<file path="src/rtl/usd_sensor_array.sv">
// Round-robin driver for NUM_CH HC-SR04-style ultrasonic sensors.
// Fires one channel at a time, measures its echo width in us and reports a tagged result per channel.
//
// state       | meaning
// ------------+---------------------------------------------------------------
// S_IDLE      | no sweep in progress, waiting for start
// S_TRIG      | trigger pulse high on the active channel
// S_WAIT_RISE | waiting for a fresh rising edge of the active echo
// S_MEASURE   | echo high, counting microseconds until it falls
// S_HOLDOFF   | quiet gap before the next channel fires
module usd_sensor_array #(
    parameter int NUM_CH      = 4,
    parameter int CLKS_PER_US = 50,
    parameter int TRIG_US     = 10,
    parameter int TIMEOUT_US  = 30000,
    parameter int HOLDOFF_US  = 60000,
    parameter int OUT_W       = 16,
    localparam int CH_W       = (NUM_CH > 1) ? $clog2(NUM_CH) : 1
) (
    input  logic              clk_50mhz,
    input  logic              reset,
    input  logic              start,
    input  logic              auto_mode,
    input  logic [NUM_CH-1:0] sensor_in,
    output logic [NUM_CH-1:0] sensor_trigger,
    output logic              busy,
    output logic              sample_valid,
    output logic [CH_W-1:0]   sample_ch,
    output logic [OUT_W-1:0]  sample_us,
    output logic              sample_timeout
);

    localparam int MAX_A  = (TRIG_US > TIMEOUT_US) ? TRIG_US : TIMEOUT_US;
    localparam int MAX_US = (MAX_A > HOLDOFF_US) ? MAX_A : HOLDOFF_US;
    localparam int US_W   = $clog2(MAX_US + 1);
    localparam int PRE_W  = (CLKS_PER_US > 1) ? $clog2(CLKS_PER_US) : 1;

    localparam logic [PRE_W-1:0] PRE_LAST     = PRE_W'(CLKS_PER_US - 1);
    localparam logic [US_W-1:0]  TRIG_LAST    = US_W'(TRIG_US - 1);
    localparam logic [US_W-1:0]  TIMEOUT_LAST = US_W'(TIMEOUT_US - 1);
    localparam logic [US_W-1:0]  HOLDOFF_LAST = US_W'(HOLDOFF_US - 1);
    localparam logic [CH_W-1:0]  LAST_CH      = CH_W'(NUM_CH - 1);

    typedef enum logic [2:0] {
        S_IDLE,
        S_TRIG,
        S_WAIT_RISE,
        S_MEASURE,
        S_HOLDOFF
    } state_t;

    state_t             state_q, state_d;
    logic [CH_W-1:0]    ch_q, ch_d;
    logic [PRE_W-1:0]   pre_q, pre_d;
    logic [US_W-1:0]    us_q, us_d;
    logic [NUM_CH-1:0]  sync1_q, sync1_d;
    logic [NUM_CH-1:0]  sync2_q, sync2_d;
    logic [NUM_CH-1:0]  sync3_q, sync3_d;
    logic               echo_prev_q, echo_prev_d;
    logic [NUM_CH-1:0]  trig_q, trig_d;
    logic               busy_q, busy_d;
    logic               valid_q, valid_d;
    logic [CH_W-1:0]    sample_ch_q, sample_ch_d;
    logic [OUT_W-1:0]   sample_us_q, sample_us_d;
    logic               sample_to_q, sample_to_d;

    logic echo_now;
    logic echo_rise;
    logic echo_fall;
    logic tick;
    logic at_timeout;

    // Only the active channel's synchronised echo is ever looked at.
    assign echo_now   = sync3_q[ch_q];
    assign echo_rise  = echo_now & ~echo_prev_q;
    assign echo_fall  = ~echo_now & echo_prev_q;
    assign tick       = (pre_q == PRE_LAST);
    assign at_timeout = tick && (us_q == TIMEOUT_LAST);

    always_comb begin
        sync1_d     = sensor_in;
        sync2_d     = sync1_q;
        sync3_d     = sync2_q;
        echo_prev_d = echo_now;
        state_d     = state_q;
        ch_d        = ch_q;
        pre_d       = tick ? '0 : pre_q + PRE_W'(1);
        us_d        = tick ? us_q + US_W'(1) : us_q;
        trig_d      = trig_q;
        valid_d     = 1'b0;
        sample_ch_d = sample_ch_q;
        sample_us_d = sample_us_q;
        sample_to_d = sample_to_q;

        case (state_q)
            S_IDLE: begin
                pre_d = '0;
                us_d  = '0;
                if (start) begin
                    ch_d      = '0;
                    trig_d    = '0;
                    trig_d[0] = 1'b1;
                    state_d   = S_TRIG;
                end
            end
            S_TRIG: begin
                if (tick && us_q == TRIG_LAST) begin
                    trig_d  = '0;
                    state_d = S_WAIT_RISE;
                end
            end
            S_WAIT_RISE: begin
                if (at_timeout) begin
                    valid_d     = 1'b1;
                    sample_ch_d = ch_q;
                    sample_us_d = OUT_W'(TIMEOUT_US);
                    sample_to_d = 1'b1;
                    state_d     = S_HOLDOFF;
                end else if (echo_rise) begin
                    state_d = S_MEASURE;
                end
            end
            S_MEASURE: begin
                // Timeout is tested first so it wins over a coincident fall.
                if (at_timeout) begin
                    valid_d     = 1'b1;
                    sample_ch_d = ch_q;
                    sample_us_d = OUT_W'(TIMEOUT_US);
                    sample_to_d = 1'b1;
                    state_d     = S_HOLDOFF;
                end else if (echo_fall) begin
                    valid_d     = 1'b1;
                    sample_ch_d = ch_q;
                    sample_us_d = OUT_W'(us_q);
                    sample_to_d = 1'b0;
                    state_d     = S_HOLDOFF;
                end
            end
            S_HOLDOFF: begin
                if (tick && us_q == HOLDOFF_LAST) begin
                    if (ch_q != LAST_CH) begin
                        ch_d         = ch_q + CH_W'(1);
                        trig_d       = '0;
                        trig_d[ch_d] = 1'b1;
                        state_d      = S_TRIG;
                    end else if (auto_mode) begin
                        ch_d      = '0;
                        trig_d    = '0;
                        trig_d[0] = 1'b1;
                        state_d   = S_TRIG;
                    end else begin
                        state_d = S_IDLE;
                    end
                end
            end
            default: begin
                trig_d  = '0;
                state_d = S_IDLE;
            end
        endcase

        if (state_d != state_q) begin
            pre_d = '0;
            us_d  = '0;
        end
        busy_d = (state_d != S_IDLE);
    end

    always_ff @(posedge clk_50mhz) begin
        if (reset) begin
            state_q     <= S_IDLE;
            ch_q        <= '0;
            pre_q       <= '0;
            us_q        <= '0;
            sync1_q     <= '0;
            sync2_q     <= '0;
            sync3_q     <= '0;
            echo_prev_q <= 1'b0;
            trig_q      <= '0;
            busy_q      <= 1'b0;
            valid_q     <= 1'b0;
            sample_ch_q <= '0;
            sample_us_q <= '0;
            sample_to_q <= 1'b0;
        end else begin
            state_q     <= state_d;
            ch_q        <= ch_d;
            pre_q       <= pre_d;
            us_q        <= us_d;
            sync1_q     <= sync1_d;
            sync2_q     <= sync2_d;
            sync3_q     <= sync3_d;
            echo_prev_q <= echo_prev_d;
            trig_q      <= trig_d;
            busy_q      <= busy_d;
            valid_q     <= valid_d;
            sample_ch_q <= sample_ch_d;
            sample_us_q <= sample_us_d;
            sample_to_q <= sample_to_d;
        end
    end

    assign sensor_trigger = trig_q;
    assign busy           = busy_q;
    assign sample_valid   = valid_q;
    assign sample_ch      = sample_ch_q;
    assign sample_us      = sample_us_q;
    assign sample_timeout = sample_to_q;

endmodule

</file>
<file path="config.mk">
export PLATFORM = sky130hd
export DESIGN_NAME = usd_sensor_array
export DESIGN_NICKNAME = d
export VERILOG_FILES = /design/src/rtl/usd_sensor_array.sv
export SDC_FILE = /design/constraint.sdc
export NUM_CORES = 1
export LEC_CHECK = 0
export ABC_AREA = 1
export BUFFER_PORTS_ARGS = -buffer_cell sky130_fd_sc_hd__buf_2
export CORE_MARGIN = 4
export CORE_UTILIZATION = 55
export CTS_CLUSTER_SIZE = 28
export DETAILED_ROUTE_END_ITERATION = 10
export PLACE_DENSITY = 0.78
export SETUP_SLACK_MARGIN = 0.05
export SLEW_MARGIN = 20
export SYNTH_ARGS = -nofsm -noshare
export SYNTH_HDL_FRONTEND = slang
export SYNTH_SLANG_ARGS = --single-unit
</file>
<file path="constraint.sdc">
create_clock -name clk_50mhz -period 2 [get_ports clk_50mhz]
set_input_delay 0.2 -clock clk_50mhz [delete_from_list [all_inputs] [get_ports clk_50mhz]]
set_output_delay 0.2 -clock clk_50mhz [all_outputs]
set_load 0.1 [all_outputs]
</file>
Yosys cells after proc, flatten, opt, wreduce, memory -nomap -nowiden

Index checks and enable logic that the tools add are counted.

Shifts and indexed selects: 0
Bitwise gates (word level): 5
Divide/modulo/power cells: 0
Order comparisons: 3
$mul: 0
Muxes and demuxes: 41
Add/subtract/negate cells: 3
Reductions and logical operators: 14
Equality and inequality tests: 16

Operator list:

| cell                  | count |
|---|---|
| $mux 16               | 3 |
| $pmux 16 s2           | 1 |
| $mux 3                | 7 |
| $mux 4                | 5 |
| $add 16x1->16 const B | 1 |
| $eq 16x15->1 const B  | 1 |
| $eq 16x16->1 const B  | 1 |
| $eq 16x4->1 const B   | 1 |
| $pmux 4 s4            | 1 |
| $pmux 3 s5            | 1 |
| $mux 2                | 7 |
| $mux 1                | 10 |
| $ne 2x2->1 const B    | 5 |
| $pmux 2 s2            | 2 |
| $add 6x1->6 const B   | 1 |
| $eq 3x2->1 const B    | 2 |
| $eq 6x6->1 const B    | 1 |
| $lt 2x3->1 const B    | 2 |
| $ne 3x3->1 const B    | 2 |
| $reduce_and 5->1      | 1 |
| $logic_and 1x1->1     | 4 |
| $pmux 1 s2            | 2 |
| $reduce_and 4->1      | 1 |
| $reduce_bool 2->1     | 2 |
| 15 further kinds      | 18 |

Output and inout port bits: 25
Bits in registers: 65
Bits in read-only memories: 0
Input bits: 8
Bits in writable memories: 0
Memories kept: 0
Bits in latches: 0

Depth between registers and ports, before layout

Gate-level depths: netlist of the first run.

Depth in word-level cells: 9
Depth in mapped cells: 15
Gate-level depth less buffers: 14

Worst setup path after synthesis of the first run

Ideal clock, no wire load.

Path type: register to register
Start point: register pre_q[0]
End point: register us_q[13]
Setup time: 0.117 ns
Stages on the path, launching flop included: 14
Setup slack: 0.299 ns
Clock period less this slack: 1.701 ns
Arrival: 1.584 ns
Required time: 1.883 ns
Cells stage by stage: dfxtp_1 ha_1 nand2_2 nor2_4 nand2_2 nor2_4 nor2_2 nor2_4 nand2_1 nand2_1 nand2_2 nand2_4 buf_12 nor2_2

Word-level cells in the longest chain between the ends: 6
Elaborated cells on any way between the ends: 11
Classes of those cells: eq/ne: 2; mux: 5; reduce/logical: 4

Ends and longest elaborated chain:

| element                              | RTL line     | RTL |
|---|---|---|
| start, declared                      | 54           | `logic [PRE_W-1:0] pre_q, pre_d;` |
| start signal, assigned               | 188          | `pre_q <= pre_d;` |
| $eq 6x6->1 (*)                       | 77           | `assign tick = (pre_q == PRE_LAST);` |
| $logic_and 1x1->1 (on tied branches) | 140, 107, 78 |  |
| $mux 3 (on tied branches)            | --           |  |
| $pmux 3 s5                           | 95           | `case (state_q)` |
| $ne 3x3->1                           | 162          | `if (state_d != state_q) begin` |
| $reduce_or 3->1 (no line)            | --           |  |
| end signal, assigned                 | 189          | `us_q <= us_d;` |
| end, declared                        | 55           | `logic [US_W-1:0] us_q, us_d;` |

Mark *: on every way between the ends. The rest lies on a longest branch, timed or not.
A chain may end at the register's enable or synchronous reset.

Worst setup path after layout of the first run

Start point: register us_q[8]
End point: register us_q[12]

Word-level cells in the longest chain between the ends: 6
Elaborated cells on any way between the ends: 14
Classes of those cells: add/sub: 1; eq/ne: 4; mux: 5; reduce/logical: 4

Ends and longest elaborated chain:

| element                                    | RTL line     | RTL |
|---|---|---|
| $eq 16x16->1, or another cell as far along | 140          | `if (tick && us_q == HOLDOFF_LAST) begin` |
| $logic_and 1x1->1 (on tied branches)       | 140, 107, 78 |  |
| $mux 3 (on tied branches)                  | --           |  |
| $pmux 3 s5                                 | 95           |  |
| $ne 3x3->1                                 | 162          |  |
| $reduce_or 3->1 (no line)                  | --           |  |

Several ways; a longest one is shown, not always the timed one.

==> metrics.yaml, run 1 <==
status:
  status: "finished clean"
power:
  power.leakage_nw: 1.45
  vdd_drop_max_mv: 0.566
  powerDensity_nw_per_um2: 770
logic_synthesis:
  ys.flop_type: "dfxtp_1"
  synth_edf_count: 0
  netlist.area_leader.share_pct: 44.3
  synth_common_cells: "dfxtp_1 (65), nand2_1 (57), nor2_1 (55)"
  synth_area_leaders: "dfxtp_1 (44%), nand2_1 (7.3%), nor2_1 (7.0%)"
  synth_warnings: 0
  netlist_instances: 365
  synth-async-reset-ratio_pct: 0
  yosysTopAreaCell: "dfxtp_1"
  yosys_register_bits: 65
  ys_seq_area_share_pct: 44.3
  synth_cell_types: 32
  yosysMostFrequentCell: "dfxtp_1"
  avgSynthCellArea_um2: 8.05
  synth_nets: 381
  syn-cell-area_um2: 2940
drt:
  wl_met1_um: 2670
  ant_nets: 0
  drc: 0
  vias: 2447
  wl_met3_um: 440
  vias_per_cell: 5.05
  drt_pass1_iterations: 4
  route.met2.wl_um: 2790
  wl_per_cell_um: 12.5
  dr.first_iter.drc_count: 207
  top_signal_layer_used: "met4"
  drt-total-wl_um: 6050
place:
  place_hpwl_um: 4170
  port-buffer-count: 32
  place.gp.congestion: 0.908
global_route:
  grt_pass1_vias: 2240
  grt_max_degree: 22
  antenna_found_initial: 0
  gr-total-overflow: 0
  gr-usage-all-layers_pct: 20.2
  grt_first_pass_wirelength_um: 9980
timing:
  fmax_ghz: 0.539
  finalCriticalPeriod_ps: 1860
  grt_setup_unrepaired: "false"
  final.setup.tns_ps: 0
  tightest_slew_ps: 496
  final-setup-viol-count: 0
  finalMaxSlewViolations: 0
  clock_skew_ps: 8.88
  finalCritPeriodShare_pct: 92.8
  max_slew_margin_pct: 67.2
  hold_viol: 0
clocking:
  hold_buffers: 0
  clkLatencyLatePin_ps: 350
  cts_tree: "done"
  root_buffer: "clkbuf_8"
  clkTransAtPathRegs_ps: 70
  cts_sinks: 65
  clockBufferDepth: 2
  cts_buffers: 9
  htreeDepth: 3
setup_path:
  cp-end-kind: "register"
  timing.critical_path.mode_cell: "nand2_1"
  required_ps: 2230
  start_kind: "register"
  cp.arrival_ps: 2090
  r2r_cells: 12
  critPathSlowestCell: "dfxtp_1"
  critPathMaxStageDelay_ps: 360
  path_class: "reg -> reg"
  cp_cell_sequence: "inv_1, nand3_1, nor2_1, nand3_2, nand2_1, nand2_2, nor2_4, nand2_1, nand2_1, nand2_4, nand2_8, nor2_2"
  worst-path-max-fanout: 8
run:
  max_cap_violations: 0
floorplanning:
  die_w_um: 81.1
  initial_core_util_pct: 57.2
  die_y_um: 81.1
  core_area_um2: 5140
  io_pins: 33
  die-area_um2: 6570
  rows: 26
final_layout:
  fill_cells: 434
  multi_input_area_um2: 1460
  nets: 426
  drive_above_1_share_pct: 24.8
  areaGrowthSynthToFinish_pct: 18.7
  regArea_um2: 1310
  final_util_pct: 67.8
  n_antenna_cell: 0
min_path:
  min_path_type: "in -> reg"
  hold_depth: 3
-- cell usage in the layout (no fill, tap or decap), drive strengths merged --
| cell | netlist | final |
|---|---|---|
| o211ai | 1 | 1 |
| dfxtp | 65 | 65 |
| nor2 | 75 | 75 |
| nand3b | 5 | 5 |
| a211oi | 1 | 1 |
| nand3 | 22 | 22 |
| o21ai | 12 | 12 |
| nor4 | 3 | 3 |
| o221a | 2 | 2 |
| a32o | 9 | 9 |
| a21oi | 13 | 13 |
| ha | 8 | 8 |
| nand2 | 63 | 64 |
| or2 | 1 | 1 |
| nor3 | 3 | 3 |
| xnor2 | 4 | 4 |
| clkinv | 0 | 3 |
| bufinv | 0 | 2 |
| o22ai | 1 | 1 |
| clkbuf | 5 | 10 |
| inv | 50 | 50 |
| buf | 4 | 42 |
| nand4 | 6 | 6 |
| xor2 | 12 | 12 |
| clkinvlp | 0 | 1 |
-- final cells by class --
cell class	count	share of cell area [%]
clock buffer	10	3.66
timing repair buffer	42	6.75
tap	70	2.51
sequential	65	37.5
clock inverter	6	2.37
inverter	50	5.38
multi-input combinational	242	41.9
-- per-layer routing --
layer,track usage (%),vias up
met2,32.3,62
met4,10.6,0
met3,5.76,16
li1,-,1264
met5,0,-
met1,24.6,1105
-- flip-flops by register name, summed over array words and instances (netlist names), 2 cells and up --
register,flops
state_q,3
sample_ch,2
us_q,16
ch_q,2
sync3_q,4
sync2_q,4
pre_q,6
sensor_trigger,4
sample_us,16
sync1_q,4
-- power by group --
part / switching, mW / internal, mW
logic: 0.126 / 0.0512
registers: 0.0117 / 1.32
clock network: 0.486 / 0.695
-- stage by stage --
stage	area, µm²	hold WS (ps)	setup WS [ps]	total power [mW]	instances
4_1_cts	3380	38.0	107	2.70	479
6_report	3490	53.0	143	2.69	485
2_1_floorplan	2940	307	299	1.48	365
5_1_grt	3490	54.6	38.2	2.81	485
3_3_place_gp	3160	389	161	1.51	463
3_5_place_dp	3160	395	75.9	1.51	463
-- critical path: cells and delay by family (launching register included) --
| kind | cells | cell delay [ps] |
|---|---|---|
| and+or+nand+nor | 11 | 1190 |
| buffers and inverters | 1 | 190 |
| DFF | 1 | 360 |
-- final timing paths --
path                    startpoint               endpoint  slack (ps)
max           us_q[8]$_SDFFE_PP0P_  us_q[12]$_SDFFE_PP0P_         140
min                   sensor_in[2]  sync1_q[2]$_SDFF_PP0_          50
max reg2reg   us_q[8]$_SDFFE_PP0P_  us_q[12]$_SDFFE_PP0P_         140
min reg2reg  sync1_q[1]$_SDFF_PP0_  sync2_q[1]$_SDFF_PP0_         400
-- cells by family after synthesis --
family,after synthesis,share of synthesized area (%)
AOI/OAI and AO/OA,39,8.82
adders and majority gates,8,3.41
xor gates and xnor gates,16,4.77
buffers and inverters,59,8.39
DFF,65,44.3
and+or+nand+nor,178,30.3
-- repair_timing --
item                       CTS  global route
hold endpoints to repair     0             0
gates resized for setup      1            14
gates cloned                 0             1
setup endpoints to repair    1            27
setup buffers                0             5
pin swaps                    0             6
No activity file was read; power rests on OpenSTA's default activity.
==> run 2, diff against run 1 <==
Settings changed: PLACE_DENSITY 0.78 to 0.86, SKIP_LAST_GASP set to 1.
==> run 2 against run 1 <==
Effect of this change: worst setup slack worse by 20 ps; sequential share of layout area up 0.32 points; utilization down 0.51 points.
==> metrics.yaml, run 2 (same netlist as run 1, synthesis figures left out) <==
power:
  power.leakage_nw: 1.44
  vdd_drop_max_mv: 0.492
  powerDensity_nw_per_um2: 705
  finalPower_mw: 2.44
clocking:
  root_buffer: "clkbuf_8"
  clkTransAtPathRegs_ps: 70
  cts_tree: "done"
  cts_sinks: 65
  cts_buffers: 9
  htreeDepth: 3
  hold_buffers: 0
  clkLatencyLatePin_ps: 350
  clockBufferDepth: 2
setup_path:
  start_kind: "register"
  cp_num_buf_inv: 1
  critPathSlowestCell: "dfxtp_1"
  crit_family: "simple AND/OR/NAND/NOR gates"
  required_ps: 2240
  timing.critical_path.mode_cell: "nand2_2"
  cp_cell_sequence: "inv_1, ha_2, nand2_2, nor2_4, nand3_1, nand2_2, nand2_2, nor2_4, nand2_1, nand2_1, nand2_4, nand2_8, nor2_2"
  critPathMaxStageDelay_ps: 320
  worst-path-max-fanout: 8
  cp.arrival_ps: 2110
  cp-end-kind: "register"
  path_class: "reg -> reg"
status:
  status: "finished clean"
timing:
  max_slew_margin_pct: 66.6
  grt_setup_unrepaired: "true"
  hold_viol: 0
  fmax_ghz: 0.533
  setup_slack_ps: 124
  finalCritPeriodShare_pct: 93.8
  clock_skew_ps: 9.37
  final-setup-viol-count: 0
  finalCriticalPeriod_ps: 1880
  finalMaxSlewViolations: 0
  tightest_slew_ps: 504
  final.setup.tns_ps: 0
  fin_hold_ws_ps: 47.7
place:
  place_ws_ps: 74.5
  place.gp.congestion: 0.893
  dpl_cell_area_um2: 3160
  place_hpwl_um: 4580
  port-buffer-count: 32
drt:
  ant_nets: 0
  wl_per_cell_um: 13.8
  vias: 2585
  vias_per_cell: 5.33
  dr.first_iter.drc_count: 176
  drc: 0
  drt-total-wl_um: 6710
  drt_pass1_iterations: 5
global_route:
  grt_first_pass_wirelength_um: 10800
  gr-total-overflow: 0
  grt_max_degree: 22
  gr-usage-all-layers_pct: 21.6
  antenna_found_initial: 0
  grt_pass1_vias: 2434
final_layout:
  layout_common_cells: "dfxtp_1 (60), nand2_1 (55), nor2_1 (54)"
  drive_above_1_share_pct: 26.3
  areaGrowthSynthToFinish_pct: 17.8
  final_common_cell: "dfxtp_1"
  design_area_um2: 3460
  n_antenna_cell: 0
  nets: 427
floorplanning:
  rows: 26
  core_area_um2: 5140
  initial_core_util_pct: 57.2
  die-area_um2: 6570
  die_y_um: 81.1
  die_w_um: 81.1
  io_pins: 33
run:
  max_cap_violations: 0
min_path:
  min_path_type: "in -> reg"
==> run 2: area by class of cell <==
class                   instances  area [µm²]
inverters                      50         188
repair buffers                 43         243
clock inverters                 6        36.3
flip-flops and latches         65        1310
fillers                       430        1680
multi-input cells             242        1480
clock buffers                   9         124
well taps                      70        87.6
==> run 2: power breakdown <==
part	total (mW)	leakage, nW	internal [mW]	switching (mW)
clock network	0.922	0.0846	0.434	0.488
logic	0.192	0.824	0.0566	0.135
registers	1.33	0.529	1.32	0.0122
==> run 2: routing by layer <==
layer | GRT usage, % | routed length (µm) | up-vias | share of wire, %
met2 | 37.0 | 3270 | 100 | 49
met3 | 6.10 | 464 | 23 | 6.9
li1 | - | - | 1265 | -
met5 | 0 | 0 | - | 0
met1 | 23.8 | 2760 | 1197 | 41
met4 | 12.3 | 222 | 0 | 3.3
==> run 2: worst register-to-register path, cell delays in order (launching register included) <==
cell and delay, ps:
dfxtp_1 320, inv_1 60, ha_2 200, nand2_2 70
nor2_4 130, nand3_1 180, nand2_2 120, nand2_2 70
nor2_4 110, nand2_1 80, nand2_1 100, nand2_4 120
nand2_8 160, nor2_2 40
==> run 2: timing repair <==
action                     in CTS  in global routing
gates resized for setup         0                 20
setup endpoints to repair       0                 35
setup buffers                   0                  7
==> run 2: per-stage QoR <==
step / instances / utilization, %
floorplan: 365 / -
global placement: 462 / 61.4
detailed placement: 462 / 61.4
CTS: 477 / 64.5
global route: 485 / 67.3
finish: 485 / 67.3
==> run 2: final timing paths <==
kind | startpoint | end | slack (ps) | cells after the start
min reg2reg | sync1_q[3]$_SDFF_PP0_ | sync2_q[3]$_SDFF_PP0_ | 410 | 2
max reg2reg | pre_q[1]$_SDFF_PP0_ | us_q[9]$_SDFFE_PP0P_ | 120 | 13
max | pre_q[1]$_SDFF_PP0_ | us_q[9]$_SDFFE_PP0P_ | 120 | 13
min | sensor_in[3] | sync1_q[3]$_SDFF_PP0_ | 50 | 3
==> run 3, diff against run 2 <==
Settings changed: CELL_PAD_IN_SITES_DETAIL_PLACEMENT set to 1, CELL_PAD_IN_SITES_GLOBAL_PLACEMENT set to 2, CORE_UTILIZATION 55 to 34, PLACE_DENSITY 0.86 to 0.9.
==> run 3 against run 2 <==
Effect of this change: sequential share of layout area down 1.5 points; utilization down 24 points; first-iteration DRC count down 65%; sequential power about the same; register-to-register slack better by 60 ps; fmax up 3.2%; clock skew down 2.4 ps; global-route usage down 6.1 points; die area up 55%; wire length up 9.4%; critical path depth unchanged; total power up 9.1%.
==> metrics.yaml, run 3 (same netlist as run 1, synthesis figures left out) <==
clocking:
  cts_buffers: 9
  root_buffer: "clkbuf_8"
  cts_tree: "done"
  clockBufferDepth: 2
  clkLatencyLatePin_ps: 350
  htreeDepth: 3
  cts_sinks: 65
  clkTransAtPathRegs_ps: 70
  hold_buffers: 0
place:
  port-buffer-count: 32
  place.gp.congestion: 0.837
  place_hpwl_um: 5240
  dpl_cell_area_um2: 3250
  dpl.cell_count: 503
power:
  power.leakage_nw: 1.50
  clockPowerShare_pct: 42.9
  powerDensity_nw_per_um2: 738
  finalPower_mw: 2.66
  seqPwrFrac_pct: 49.9
  power.switching_mw: 0.651
  swShare_pct: 24.4
  p_int_mw: 2.01
  power_frac_comb_pct: 7.2
  vdd_drop_max_mv: 0.430
final_layout:
  final_common_cell: "dfxtp_1"
  layout_common_cells: "dfxtp_1 (58), nor2_1 (55), nand2_1 (55)"
  final_cells: 526
  final_util_pct: 43.5
  areaGrowthSynthToFinish_pct: 22.9
  nets: 432
  drive_above_1_share_pct: 27.3
  design_area_um2: 3610
  n_antenna_cell: 0
global_route:
  antenna_found_initial: 0
  grt_first_pass_wirelength_um: 12300
  gr-usage-all-layers_pct: 15.4
  grt_pass1_vias: 2549
  grt_max_degree: 22
  gr-total-overflow: 0
timing:
  fmax_ghz: 0.550
  grt_setup_unrepaired: "true"
  final-setup-viol-count: 0
  finalCriticalPeriod_ps: 1820
  hold_viol: 0
  tightest_slew_ps: 496
  max_slew_margin_pct: 67.1
  clock_skew_ps: 6.93
  finalCritPeriodShare_pct: 90.9
  finalMaxSlewViolations: 0
setup_path:
  rrSetupSlack_ps: 180
  cp-end-kind: "register"
  r2r_end: "us_q[10]$_SDFFE_PP0P_"
  r2r_cells: 13
  worst-path-max-fanout: 8
  r2r-start: "pre_q[1]$_SDFF_PP0_"
  cp.arrival_ps: 2060
  path_class: "reg -> reg"
  start_kind: "register"
  required_ps: 2240
floorplanning:
  die_w_um: 101
  core_area_um2: 8300
  die-area_um2: 10200
  initial_core_util_pct: 35.4
  rows: 33
  io_pins: 33
  die_y_um: 101
drt:
  wl_per_cell_um: 14.0
  vias: 2533
  drt_pass1_iterations: 4
  drc: 0
  drt-total-wl_um: 7350
  vias_per_cell: 4.82
  dr.first_iter.drc_count: 62
  ant_nets: 0
min_path:
  min_path_type: "in -> reg"
  min_to: "sync1_q[0]$_SDFF_PP0_"
  hold_start: "sensor_in[0]"
  hold_depth: 3
run:
  max_cap_violations: 0
status:
  status: "finished clean"
## run 3: repair_timing
item / 4_1_cts / 5_1_grt
gates resized for setup: 6 / 14
cloned: 1 / 0
setup endpoints to repair: 16 / 38
pin swaps: 1 / 7
buffers inserted: 1 / 5
## run 3: power groups by stage
| stage | combinational, mW | sequential [mW] | clock, mW |
|---|---|---|---|
| 2_1_floorplan | 0.0945 | 1.38 | 0 |
| 3_3_place_gp | 0.157 | 1.36 | 0 |
| 5_1_grt | 0.213 | 1.33 | 1.25 |
| 4_1_cts | 0.185 | 1.33 | 1.19 |
| 3_5_place_dp | 0.161 | 1.36 | 0 |
| 6_report | 0.192 | 1.33 | 1.14 |
## run 3: worst max-delay path by stage
stage                             to  slack, ps  cells past startpoint            startpoint
4_1_cts         us_q[7]$_SDFFE_PP0P_         50                     10  us_q[0]$_SDFFE_PP0P_
3_5_place_dp   us_q[10]$_SDFFE_PP0P_         -7                     12   pre_q[0]$_SDFF_PP0_
5_1_grt          pre_q[2]$_SDFF_PP0_         10                     11  ch_q[1]$_SDFFE_PP0P_
6_report       us_q[10]$_SDFFE_PP0P_        180                     13   pre_q[1]$_SDFF_PP0_
3_3_place_gp   us_q[10]$_SDFFE_PP0P_         70                     12   pre_q[0]$_SDFF_PP0_
2_1_floorplan  us_q[13]$_SDFFE_PP0P_        300                     13   pre_q[0]$_SDFF_PP0_
## run 3: layout make-up
type	instances	area, µm²
clock buffer	11	151
clock inverter	5	53.8
fill	1030	4690
inverter	50	188
multi-input combinational	242	1470
sequential	65	1310
tap	105	131
timing repair buffer	48	305
## run 3: critical path, cell delays in order, from the launching register on
cell and delay (ps):
dfxtp_1 330, inv_1 100, ha_4 160, nand2_2 70, nor2_4 160, nand3_2 130, nand2_2 100, nand2_2 70
nor2_4 110, nand2_1 80, nand2_2 80, nand2_4 120, nand2_8 140, nor2_1 70
## run 3: per-layer routing
metal / GRT usage, % / routed length (µm) / up-vias
met2: 25.0 / 3540 / 39
met3: 3.53 / 225 / 14
met1: 19.7 / 3430 / 1217
li1: - / - / 1263
met5: 0 / 0 / -
met4: 6.44 / 146 / 0
## run 3: metrics by stage
stage | worst slack, ps | TNS (ps) | hold slack, ps
after floorplan | 299 | 0 | 307
after global placement | 65.0 | 0 | 389
after detailed placement | -6.66 | -6.66 | 398
after CTS | 50.2 | 0 | 34.1
after global routing | 10.6 | 0 | 58.0
final | 182 | 0 | 54.1
